File: src/rtl/mips_pkg.sv
// Shared MIPS pipeline definitions: branch-kind encodings, default
// PC constants and PC-sequencer state encodings.
package mips_pkg;

  typedef enum logic [2:0] {
    BR_BEQ  = 3'd0,
    BR_BNE  = 3'd1,
    BR_BLEZ = 3'd2,
    BR_BGTZ = 3'd3,
    BR_BLTZ = 3'd4,
    BR_BGEZ = 3'd5
  } br_kind_e;

  localparam logic [31:0] RESET_PC_DEFAULT = 32'h0000_3000;
  localparam logic [31:0] EXC_PC_DEFAULT   = 32'h0000_4180;

  typedef enum logic {
    ST_IDLE = 1'b0,
    ST_HOLD = 1'b1
  } pcs_state_e;

endpackage

File: src/rtl/branch_cond.sv
// D-stage branch condition evaluator (six MIPS conditional kinds).
// Purely combinational; kinds 6 and 7 never take.
module branch_cond
  import mips_pkg::*;
#(
  parameter int unsigned XLEN = 32
) (
  input  logic [XLEN-1:0] rs_val,
  input  logic [XLEN-1:0] rt_val,
  input  logic [2:0]      br_kind,
  output logic            br_taken
);

  logic rs_zero;
  logic rs_neg;

  assign rs_zero = (rs_val == '0);
  assign rs_neg  = rs_val[XLEN-1];

  // Select the condition for the requested kind; signed tests use the sign bit.
  always_comb begin
    br_taken = 1'b0;
    case (br_kind)
      BR_BEQ:  br_taken = (rs_val == rt_val);
      BR_BNE:  br_taken = (rs_val != rt_val);
      BR_BLEZ: br_taken = rs_neg || rs_zero;
      BR_BGTZ: br_taken = !rs_neg && !rs_zero;
      BR_BLTZ: br_taken = rs_neg;
      BR_BGEZ: br_taken = !rs_neg;
      default: br_taken = 1'b0;
    endcase
  end

endmodule

File: src/rtl/pc_sequencer.sv
// Fetch-stage program counter for the 5-stage MIPS pipeline.
// Resolves exception/eret/jr/j/branch redirects into the next fetch PC and
// latches a D-stage redirect that arrives while instruction memory stalls.
// Optional macro PC_ALIGN_CHECK_EN builds the registered fetch_exc flag.
module pc_sequencer
  import mips_pkg::*;
#(
  parameter int unsigned     XLEN      = 32,
  parameter logic [XLEN-1:0] RESET_PC  = XLEN'(RESET_PC_DEFAULT),
  parameter logic [XLEN-1:0] EXC_PC    = XLEN'(EXC_PC_DEFAULT),
  parameter logic [XLEN-1:0] IMEM_BASE = XLEN'(32'h0000_3000),
  parameter logic [XLEN-1:0] IMEM_TOP  = XLEN'(32'h0000_6FFC)
) (
  input  logic            clk,
  input  logic            reset,
  input  logic            stall,
  input  logic            imem_ready,
  input  logic            br_valid,
  input  logic [2:0]      br_kind,
  input  logic [XLEN-1:0] rs_val,
  input  logic [XLEN-1:0] rt_val,
  input  logic [XLEN-1:0] pc_d,
  input  logic [15:0]     imm16,
  input  logic            j_valid,
  input  logic [25:0]     j_index,
  input  logic            jr_valid,
  input  logic [XLEN-1:0] jr_target,
  input  logic            exc_req,
  input  logic            eret_req,
  input  logic [XLEN-1:0] epc,
  output logic [XLEN-1:0] pc,
  output logic [XLEN-1:0] pc4,
  output logic            br_taken,
  output logic            redirect_pending,
  output logic            fetch_exc
);

  pcs_state_e      state_q, state_d;
  logic [XLEN-1:0] fpc_q, fpc_d;
  logic [XLEN-1:0] pend_q, pend_d;
  logic            tag_q, tag_d;          // pending entry came from M (exc/eret)
  logic            pend_exc_q, pend_exc_d;  // pending entry is an exception entry

  logic            adv;
  logic            d_redir;
  logic [XLEN-1:0] d_tgt;
  logic [XLEN-1:0] br_tgt;
  logic [XLEN-1:0] j_tgt;
  logic [XLEN-1:0] m_tgt;
  logic            pc_ld;
  logic            pc_ld_exc;

  branch_cond #(.XLEN(XLEN)) u_branch_cond (
    .rs_val   (rs_val),
    .rt_val   (rt_val),
    .br_kind  (br_kind),
    .br_taken (br_taken)
  );

  assign adv    = !stall && imem_ready;
  assign pc4    = fpc_q + XLEN'(4);
  assign br_tgt = pc_d + XLEN'(4) + {{(XLEN-18){imm16[15]}}, imm16, 2'b00};
  assign j_tgt  = {pc_d[XLEN-1:28], j_index, 2'b00};
  assign m_tgt  = exc_req ? EXC_PC : epc;

  assign pc               = fpc_q;
  assign redirect_pending = (state_q == ST_HOLD);

  // Pick the D-stage redirect target, jr before j before branch.
  always_comb begin
    d_redir = jr_valid || j_valid || (br_valid && br_taken);
    d_tgt   = br_tgt;
    if (jr_valid)     d_tgt = jr_target;
    else if (j_valid) d_tgt = j_tgt;
  end

  // Next PC and pending-redirect bookkeeping.
  // A tagged (M-stage) pending entry outranks fresh exc/eret requests, and
  // eret with imem_ready=0 is latched the same way as an exception so it is
  // never dropped.
  always_comb begin
    state_d    = state_q;
    fpc_d      = fpc_q;
    pend_d     = pend_q;
    tag_d      = tag_q;
    pend_exc_d = pend_exc_q;
    pc_ld      = 1'b0;
    pc_ld_exc  = 1'b0;
    if (state_q == ST_HOLD && tag_q) begin
      if (imem_ready) begin
        fpc_d     = pend_q;
        pc_ld     = 1'b1;
        pc_ld_exc = pend_exc_q;
        state_d   = ST_IDLE;
        tag_d     = 1'b0;
      end
    end else if (exc_req || eret_req) begin
      if (imem_ready) begin
        fpc_d     = m_tgt;
        pc_ld     = 1'b1;
        pc_ld_exc = exc_req;
        state_d   = ST_IDLE;
        tag_d     = 1'b0;
      end else begin
        pend_d     = m_tgt;
        tag_d      = 1'b1;
        pend_exc_d = exc_req;
        state_d    = ST_HOLD;
      end
    end else if (state_q == ST_HOLD) begin
      if (adv) begin
        fpc_d   = pend_q;
        pc_ld   = 1'b1;
        state_d = ST_IDLE;
      end
    end else if (adv) begin
      fpc_d = d_redir ? d_tgt : pc4;
      pc_ld = 1'b1;
    end else if (!stall && d_redir) begin
      pend_d     = d_tgt;
      tag_d      = 1'b0;
      pend_exc_d = 1'b0;
      state_d    = ST_HOLD;
    end
  end

  // State, PC and pending registers.
  always_ff @(posedge clk) begin
    if (reset) begin
      state_q    <= ST_IDLE;
      fpc_q      <= RESET_PC;
      pend_q     <= '0;
      tag_q      <= 1'b0;
      pend_exc_q <= 1'b0;
    end else begin
      state_q    <= state_d;
      fpc_q      <= fpc_d;
      pend_q     <= pend_d;
      tag_q      <= tag_d;
      pend_exc_q <= pend_exc_d;
    end
  end

`ifdef PC_ALIGN_CHECK_EN
  logic fexc_q, fexc_d;

  function automatic logic bad_fetch(input logic [XLEN-1:0] a);
    return (a[1:0] != 2'b00) || (a < IMEM_BASE) || (a > IMEM_TOP);
  endfunction

  // Re-evaluate the fetch check whenever the PC loads; exception entry clears it.
  always_comb begin
    fexc_d = fexc_q;
    if (pc_ld) fexc_d = pc_ld_exc ? 1'b0 : bad_fetch(fpc_d);
  end

  // Fetch-exception flag register.
  always_ff @(posedge clk) begin
    if (reset) fexc_q <= 1'b0;
    else       fexc_q <= fexc_d;
  end

  assign fetch_exc = fexc_q;
`else
  logic unused_chk;
  assign unused_chk = ^{pc_ld, pc_ld_exc, IMEM_BASE, IMEM_TOP};
  assign fetch_exc  = 1'b0;
`endif

endmodule

File: config.mk
export PLATFORM = sky130hd
export DESIGN_NAME = pc_sequencer
export DESIGN_NICKNAME = d
export VERILOG_FILES = /design/src/rtl/mips_pkg.sv /design/src/rtl/branch_cond.sv /design/src/rtl/pc_sequencer.sv
export SDC_FILE = /design/constraint.sdc
export NUM_CORES = 1
export LEC_CHECK = 0
export ABC_CLOCK_PERIOD_IN_PS = 3050
export BUFFER_PORTS_ARGS = -buffer_cell sky130_fd_sc_hd__buf_2
export CAP_MARGIN = 5
export CORE_ASPECT_RATIO = 0.5
export CORE_UTILIZATION = 40
export DETAILED_ROUTE_END_ITERATION = 7
export GPL_TIMING_DRIVEN = 0
export HOLD_SLACK_MARGIN = 0.08
export PLACE_DENSITY = 0.67
export SYNTH_ARGS = -nofsm -noshare
export SYNTH_HDL_FRONTEND = slang
export SYNTH_HIERARCHICAL = 1
export SYNTH_SLANG_ARGS = --single-unit
File: constraint.sdc
create_clock -name clk -period 3.05 [get_ports clk]
set_input_delay 0.1525 -clock clk [delete_from_list [all_inputs] [get_ports clk]]
set_output_delay 0.1525 -clock clk [all_outputs]
set_load 0.02 [all_outputs]
==> impl_metrics.yaml <==
outcome:
  status: "finished clean"
timing:
  finalHoldViolations: 0
  fin_skew_ns: 0.00636
  drv_slew: 0
  slew_headroom_pct: 36.4
  fin_ws_ns: 0.0427
  min_period_ns: 3.01
  setup_viol: 0
  period_share_pct: 98.6
  worstMarginPinSlew_ns: 0.947
  max_freq_mhz: 333
placement:
  io_buffer_count: 278
  dp.cells: 1567
  dpl.hpwl_um: 28600
  pre_cts_slack_ns: -1.29
  place_congestion: 1.06
final_layout:
  drive_above_1_share_pct: 28.5
  nets: 1594
  syn_to_final_growth_pct: 29.2
  layoutNonFillerInstCount: 1585
  antennaDiodeCount: 0
yosys:
  synth.avg_cell_area_um2: 7.32
  synth.most_common_cell: "nand2_1"
  synth_edf_count: 0
  netlist.area_leader.share_pct: 17.5
  netlist_area_mm2: 0.00754
  synth_top_flop_cell: "dfxtp_1"
  yosysWarnings: 6
  syn_nets: 1303
  synth_async_sr_flop_share_pct: 0
  synth_seq_cells: 66
  netlist_top_cells_count: "nand2_1 (107), nor2_1 (101), a21oi_1 (81)"
  synthTopCellsByArea: "dfxtp_1 (18%), ha_1 (9.6%), xor2_1 (5.6%)"
  yosysUniqueCellTypes: 84
  seq_area_frac_synth_pct: 17.5
  yosys.area.top_type: "dfxtp_1"
  syn_inst: 1030
flow_run:
  max-cap-violations: 0
power:
  p_leak_nw: 4.44
  power_density_mw_per_mm2: 386
  ir_drop_v: 0.000290
routing:
  via_count: 9811
  drc_errors: 0
  routed_wl_um: 36800
  vias_per_cell: 6.19
  wl_per_cell_um: 23.2
  dr_wl_met2_um: 15600
  firstDrtPassIters: 6
  highest_layer: "met4"
  wl_met1_um: 15600
  dr.first_iter.drc_count: 1023
  wl_met3_um: 4300
  ant_nets: 0
critical_path:
  crit_type: "input pin to flop"
  crit_fanout: 6
  reg2regPathDepth: 8
  critPathCaptureType: "flop"
  reg2reg_to: "pc[23]"
  worstSetupStartpointType: "input pin"
  r2r_setup_slack_ns: 0.06
  crit_start: "pc_d[3]"
  critPathRequiredTime_ns: 3.32
  r2r-start: "redirect_pending"
  arrival_ns: 3.27
clock_network:
  cts.path.max_buffers: 2
  tritoncts: "done"
  cts.clk_slew.worst_paths_ns: 0.06
  cts_buffers: 9
  clock-sinks: 66
  htreeDepth: 3
  clock_latency_ns: 0.35
  clock-root-buffer: "clkbuf_16"
global_route:
  antenna_found_initial: 0
  grt_use_total_pct: 36.8
  grt_pass1_vias: 9072
  grt_max_degree: 16
  grt_overflow: 0
  grt_pass1_wl_um: 53900
floorplanning:
  die_area_mm2: 0.0194
  rows: 35
  die_width_um: 196
  pin_count: 281
  core_area_mm2: 0.0184
  initial_utilization_pct: 40.9
  fp.dieH_um: 99.1
min_path:
  hold_class: "input pin to flop"
  hold_end: "pend_q[24]"
  hp-start: "epc[24]"
  whs_path_depth: 3
==> worst max path at each step <==
stage	to
2_1_floorplan	pc[21]
3_3_place_gp	pc[22]
3_5_place_dp	pc[22]
4_1_cts	pc[22]
5_1_grt	pend_q[26]
6_report	pc[23]
==> worst max-delay path, stage by stage <==
cell and delay (ns):
buf_2 0.10, ha_1 0.28, ha_1 0.24, fa_1 0.44
a211oi_2 0.28, o211ai_2 0.16, a21oi_4 0.27, a2111oi_4 0.13
o21ai_1 0.32, nor4b_1 0.39, o221ai_1 0.28, a21oi_1 0.22
==> logic make-up (layout without fill, tap and decap cells) <==
family / count (synthesis) / count (layout) / synth area share (%)
fa+ha+maj: 59 / 59 / 9.89
mux: 15 / 15 / 2.02
other cells: 1 / 1 / 0.0497
xor+xnor: 73 / 73 / 8.48
simple gates: 383 / 383 / 25.4
flops: 66 / 66 / 17.5
buf+inv: 84 / 380 / 4.61
compound gates: 349 / 349 / 32.1
==> layout by cell type (no fill, tap or decap), drive strengths merged, types with 8 or more instances in the layout <==
master and instances:
nand2 108, dfxtp 66, nand2b 17, nand3 32, a31oi 8, inv 16, nor3 33, xor2 48
mux2i 13, a211oi 25, and3 13, o21a 13, a221oi 20, a221o 9, o2111ai 8, clkbuf 53
nand4 16, xnor2 25, and2 9, nor2 101, o211ai 18, buf 305, a21o 13, ha 58
nor4 24, a311oi 11, a21oi 82, o31ai 8, o21ai 68
==> report_power, final <==
| part | internal, mW | switching [mW] |
|---|---|---|
| Clock | 0.716 | 0.436 |
| Sequential | 0.929 | 0.0778 |
| Combinational | 0.586 | 1.02 |
| Total | 2.23 | 1.53 |
==> timing repair <==
item | CTS | global route
gates cloned | 0 | 0
pin swaps | 2 | 4
setup endpoints to repair | 44 | 58
buffers inserted | 1 | 3
hold buffers | 0 | 0
gates resized for setup | 16 | 29
==> layout make-up <==
class | instances | area [um2]
fill | 1857 | 8690
multi-input combinational | 880 | 6010
timing repair buffer | 282 | 1420
sequential | 66 | 1320
tap | 259 | 324
buffer | 65 | 293
clock buffer | 11 | 233
clock inverter | 5 | 78.8
inverter | 17 | 63.8
==> per-layer routing <==
metal / vias to the layer above / global-route usage (%)
met1: 4554 / 49.5
met3: 118 / 9.66
met2: 651 / 56.8
met5: - / 0
li1: 4488 / -
met4: 0 / 13.2
==> flip-flops by register name, summed over array words and instances (netlist names) <==
register and count:
pc 32, pend_q 32, redirect_pending 1, tag_q 1
==> metrics by stage <==
step | setup TNS (ns) | power, mW | instance area [um2] | util [%] | hold slack (ns)
CTS | -0.00292 | 3.67 | 9630 | 52.2 | 0.103
detailed placement | -33.15 | 2.52 | 9260 | 50.2 | 0.456
global route | -0.0113 | 3.90 | 9750 | 52.9 | 0.136
floorplan | 0 | 1.93 | 7540 | - | 0.327
global placement | -29.55 | 2.51 | 9260 | 50.2 | 0.442
finish | 0 | 3.76 | 9750 | 52.9 | 0.100
No activity file was read; power rests on OpenSTA's default activity.
